$ cat src/rtl/stack_access_sequencer.sv
// Stack push/pull sequencer: moves 1..3 bytes between a request and the stack page,
// then loads the updated stack pointer. Optional wrap flag under STACK_WRAP_FLAG_EN.
module stack_access_sequencer #(
    parameter logic [7:0] STACK_PAGE = 8'h01
) (
    input  logic        clk,
    input  logic        nrst,
    input  logic        req_valid,
    input  logic        req_push,
    input  logic [1:0]  req_count,
    input  logic [23:0] req_data,
    output logic        req_ready,
    input  logic [7:0]  sp_in,
    output logic        sp_load,
    output logic [7:0]  sp_load_value,
    output logic [15:0] mem_addr,
    output logic        mem_we,
    output logic [7:0]  mem_wdata,
    input  logic [7:0]  mem_rdata,
    output logic        done,
    output logic [23:0] pull_data
`ifdef STACK_WRAP_FLAG_EN
    ,
    output logic        wrap_err
`endif
);

    typedef enum logic [1:0] {IDLE, ACCESS, DRAIN, COMMIT} state_t;

    state_t      r_state;
    state_t      w_next_state;
    logic        r_push;
    logic [1:0]  r_count;
    logic [23:0] r_data;
    logic [7:0]  r_wp;
    logic [1:0]  r_idx;
    logic        r_cap_valid;
    logic [1:0]  r_cap_idx;
    logic [23:0] r_pull_data;
    logic        w_accept;
    logic        w_last;
    logic [7:0]  w_wp_inc;

    assign w_wp_inc      = r_wp + 8'd1;
    assign w_last        = (r_idx == (r_count - 2'd1));
    assign sp_load_value = r_wp;
    assign pull_data     = r_pull_data;

    always_ff @(posedge clk or negedge nrst) begin
        if (!nrst) begin
            r_state <= IDLE;
        end else begin
            r_state <= w_next_state;
        end
    end

    always_comb begin
        w_next_state = r_state;
        w_accept     = 1'b0;
        req_ready    = 1'b0;
        mem_addr     = 16'h0000;
        mem_we       = 1'b0;
        mem_wdata    = 8'h00;
        sp_load      = 1'b0;
        done         = 1'b0;
        case (r_state)
            IDLE: begin
                req_ready = 1'b1;
                if (req_valid && (req_count != 2'd0)) begin
                    w_accept     = 1'b1;
                    w_next_state = ACCESS;
                end
            end
            ACCESS: begin
                // Push writes at wp then moves down; pull reads above wp then moves up.
                if (r_push) begin
                    mem_addr  = {STACK_PAGE, r_wp};
                    mem_we    = 1'b1;
                    mem_wdata = r_data[{r_idx, 3'b000} +: 8];
                end else begin
                    mem_addr = {STACK_PAGE, w_wp_inc};
                end
                if (w_last) begin
                    w_next_state = r_push ? COMMIT : DRAIN;
                end
            end
            DRAIN: begin
                w_next_state = COMMIT;
            end
            COMMIT: begin
                sp_load      = 1'b1;
                done         = 1'b1;
                w_next_state = IDLE;
            end
            default: begin
                w_next_state = IDLE;
            end
        endcase
    end

    always_ff @(posedge clk or negedge nrst) begin
        if (!nrst) begin
            r_push      <= 1'b0;
            r_count     <= 2'd0;
            r_data      <= 24'h0;
            r_wp        <= 8'h00;
            r_idx       <= 2'd0;
            r_cap_valid <= 1'b0;
            r_cap_idx   <= 2'd0;
            r_pull_data <= 24'h0;
        end else begin
            r_cap_valid <= 1'b0;
            // Read data arrives one cycle after its address; store it into the byte it was issued for.
            if (r_cap_valid) begin
                r_pull_data[{r_cap_idx, 3'b000} +: 8] <= mem_rdata;
            end
            if (w_accept) begin
                r_push      <= req_push;
                r_count     <= req_count;
                r_data      <= req_data;
                r_wp        <= sp_in;
                r_idx       <= 2'd0;
                r_pull_data <= 24'h0;
            end else if (r_state == ACCESS) begin
                r_idx <= r_idx + 2'd1;
                if (r_push) begin
                    r_wp <= r_wp - 8'd1;
                end else begin
                    r_wp        <= w_wp_inc;
                    r_cap_valid <= 1'b1;
                    r_cap_idx   <= r_idx;
                end
            end
        end
    end

`ifdef STACK_WRAP_FLAG_EN
    always_ff @(posedge clk or negedge nrst) begin
        if (!nrst) begin
            wrap_err <= 1'b0;
        end else if (w_accept) begin
            wrap_err <= 1'b0;
        end else if (r_state == ACCESS) begin
            if ((r_push && (r_wp == 8'h00)) || (!r_push && (r_wp == 8'hFF))) begin
                wrap_err <= 1'b1;
            end
        end
    end
`endif

endmodule
$ cat config.mk
export PLATFORM = sky130hd
export DESIGN_NAME = stack_access_sequencer
export DESIGN_NICKNAME = d
export VERILOG_FILES = /design/src/rtl/stack_access_sequencer.sv
export SDC_FILE = /design/constraint.sdc
export NUM_CORES = 1
export LEC_CHECK = 0
export CAP_MARGIN = 25
export CELL_PAD_IN_SITES_DETAIL_PLACEMENT = 1
export CELL_PAD_IN_SITES_GLOBAL_PLACEMENT = 1
export CORE_AREA = 2 2 103 105
export DETAILED_ROUTE_END_ITERATION = 12
export DIE_AREA = 0 0 105 107
export GPL_TIMING_DRIVEN = 0
export MAX_ROUTING_LAYER = met4
export PLACE_DENSITY = 0.89
export SLEW_MARGIN = 0
export SYNTH_ARGS = -nofsm -noshare
export SYNTH_HDL_FRONTEND = slang
export SYNTH_SLANG_ARGS = --single-unit
$ cat constraint.sdc
create_clock -name clk -period 2.2 [get_ports clk]
set_input_delay 0.44 -clock clk [delete_from_list [all_inputs] [get_ports clk]]
set_output_delay 0.44 -clock clk [all_outputs]
set_load 0.005 [all_outputs]
==> run metrics <==
CTS hold repair buffers=0; Startpoint Class=register; power density over the cells=1295 nW/um^2; CTS tree=done; worst-margin pin slew=876.4 ps; Initial Util=33.13%; Slew headroom=approximately two fifths; Arrival @ worst endpoint=~1900 ps; Leakage=~2.4 nW; Distinct cells, synth=39; Non-Filler Instances=between 600 and 700; pre-CTS WS=-362.2 ps; Die H=107 um; Max-Cap Viols=0; gr ovfl total=0; final worst slack=-102.8 ps; YS warnings=0; met3 Use GR=4.377%; initial antenna violation count=0; f_max=0.4343 GHz; TritonCTS Buffers=9; via-per-instance ratio=4.831; met1 GRT Util=23.86%; post-route cell area=slightly above 5000 um^2; PortBufs=98; Slew Limit Fails=0; share of cells above drive strength 1=19.39%; Layout Nets=571; Max VDD drop=0.3786 mV; Clock Skew=9.815 ps; status=finished, violations left; critical path type=reg2out; FILL cells=1,223; routability cong.=0.8065; WHS=203.4 ps; CP cell instances=buf_6 > nand4b_1 > buf_4 > buf_6 > nor2_4 > xor2_2 > and2_1 > buf_2; die width=105 um; GR Util All Layers=21.64%; Reg2Reg Depth=7; H-tree lvl count=3; row count=37; RSZ-0062 raised after global routing=true; worst hold path class=in2async; Core ar.=10,090 um^2; critical path fanouts, max=3; post-placement cell area=4514 um^2; detailed-route wire length per cell=17.61 um; DP Cell Count=612; antenna viol nets, final=0; most used cell, CP=buf_6; largest net degree at the start of global routing=67; Critical-path top delay cell=dfrtp_1; Post-Syn Instances=372; failing checks=setup timing; crit path from=r_push$_DFFE_PN0P_; register area share after synthesis=49.40%; Ports=between 100 and 150; Post-Syn Area per Cell=8.987 um^2; RR Endpoint=r_cap_idx[1]$_DFFE_PN0P_; DRT iter0 DRCs=between 100 and 150; busiest grt layer=met2; worst setup path endpoint=mem_addr[5]; vias in the first global route=roughly 3,500; DRC violations left=0; clock sinks=66; reg-to-reg slack, setup=140 ps; worst path required time=1760 ps; Final Hold Viols=0; CP peak stage delay=approximately 380 ps; GR Util met2=39.01%; Mapped Area=3343 um^2; Synth Register Bits=66; largest buffer count on any clock path=2; Tmin final=about 2300 ps; global-route wire length before repair=18,340 um; CP Capture Type=output pin; WL final=11,570 um; die area=11,240 um^2; Layout Area Growth over Synthesis=51.80%; Initial DRT Pass Iterations=4; # diodes=0; Clock Latency Late Sink=between 300 and 400 ps; clock tree root buffer cell=clkbuf_8; fin crit share=104.7%; DP HPWL=7454 um; Fin Setup TNS=-173.2 ps; # setup viols final=3; total number of vias=3,174; Clk pin slew, worst setup/hold paths=80 ps; RR Startpoint=r_state[0]$_DFFE_PN0P_
==> critical path, delay by kind of cell (launching register included) <==
family,cells,cell delay [ps]
XOR/XNOR,1,150
buffers and inverters,4,510
flip-flops,1,380
AND/OR/NAND/NOR,3,480
==> where the power goes <==
part           leakage [nW]  switching, mW  internal, mW
sequential            0.845          0.427          1.70
clock                 0.101          0.473         0.586
combinational          1.47           1.66          1.72
total                  2.41           2.56          4.01
==> area by class of cell <==
type / count / area [um^2] / share of cell area, %
sequential: 66 / 1655 / 32.62
tap: 136 / 170.2 / 3.353
clock inverter: 2 / 35.03 / 0.6903
clock buffer: 14 / 162.7 / 3.205
multi-input combinational: 274 / 1644 / 32.40
timing repair buffer: 130 / 1205 / 23.74
inverter: 10 / 37.54 / 0.7396
buffer: 25 / 165.2 / 3.254
==> metrics by stage <==
stage	utilization, %	power [mW]
finish	50.29	6.574
global placement	44.76	4.718
floorplan	-	3.632
detailed placement	44.73	4.918
CTS	49.17	6.336
global route	50.29	7.026
==> cell families (layout without fill, tap and decap cells) <==
kind of cell,Yosys count,in the layout,synth area share (%)
muxes,12,12,3.705
buffers and inverters,38,181,5.501
other,1,7,0.1122
DFF,66,66,49.40
and+or+nand+nor,176,176,23.32
xor gates and xnor gates,17,17,4.454
adders and majority gates,9,9,3.368
AOI/OAI and AO/OA,53,53,10.14
==> worst min-delay path by stage <==
| stage | startpoint | to | slack (ps) | cells after the start |
|---|---|---|---|---|
| detailed placement | r_data[5]$_DFFE_PN0P_ | r_data[5]$_DFFE_PN0P_ | 460 | 2 |
| finish | nrst | pull_data[1]$_DFFE_PN0P_ | 200 | 1 |
| CTS | nrst | pull_data[1]$_DFFE_PN0P_ | 230 | 1 |
| floorplan | nrst | pull_data[0]$_DFFE_PN0P_ | 140 | 0 |
| global route | nrst | pull_data[1]$_DFFE_PN0P_ | 280 | 1 |
| global placement | r_data[6]$_DFFE_PN0P_ | r_data[6]$_DFFE_PN0P_ | 460 | 2 |
==> placed cells by master, fill, tap and decap left out, drive strengths merged, types with 3 or more instances in the layout <==
| cell | instances |
|---|---|
| nor4 | 3 |
| ha | 9 |
| clkbuf | 28 |
| conb | 7 |
| dlygate4sd2 | 7 |
| and2 | 7 |
| clkdlybuf4s15 | 3 |
| dfrtp | 66 |
| a21oi | 11 |
| xnor2 | 9 |
| mux2i | 9 |
| nor2 | 51 |
| buf | 49 |
| inv | 10 |
| a22oi | 24 |
| mux2 | 3 |
| nor2b | 3 |
| nand2 | 99 |
| clkdlybuf4s50 | 80 |
| o21ai | 13 |
| xor2 | 8 |
==> metal layers <==
| layer | routed length (um) | part of all wire, % | up-vias |
|---|---|---|---|
| li1 | - | - | 1485 |
| met1 | 4628 | 40 | 1572 |
| met2 | 6155 | 53 | 92 |
| met3 | 460 | 4.0 | 25 |
| met4 | 326 | 2.8 | 0 |
| met5 | 0 | 0 | - |
==> sequential cells by signal, indices dropped and copies added, names as in the netlist <==
| name | cells |
|---|---|
| r_idx | 2 |
| pull_data | 24 |
| sp_load_value | 8 |
| r_push | 1 |
| r_state | 2 |
| r_cap_idx | 2 |
| r_count | 2 |
| r_data | 24 |
| r_cap_valid | 1 |
==> cells in the mapped netlist (all sizes together) <==
library cell  number  area share [%]
nand2             99              11
dfrtp             66              49
nor2              51             5.7
a22oi             24             5.4
clkbuf            15             1.7
buf               13             2.7
o21ai             13             1.9
a21oi             11             1.6
inv               10             1.1
ha                 9             3.4
mux2i              9             2.7
xnor2              9             2.4
xor2               8             2.1
and2               7             1.3
mux2               3             1.0
nor2b              3            0.64
nor4               3             1.4
a21boi             2            0.45
nand3              2            0.30
nand3b             2            0.45
or3                2            0.37
a31oi              1            0.19
conb               1            0.11
nand2b             1            0.19
nand4              1            0.19
nand4b             1            0.26
nor3               1            0.15
nor4b              1            0.71
o211ai             1            0.22
o2bb2a             1            0.30
or2                1            0.19
or3b               1            0.34
==> timing repair <==
item,CTS,global route
gates resized for setup,57,27
setup endpoints to repair,34,35
buffers inserted,25,8
pin swaps,12,9
(Power assumes the default switching activity.)
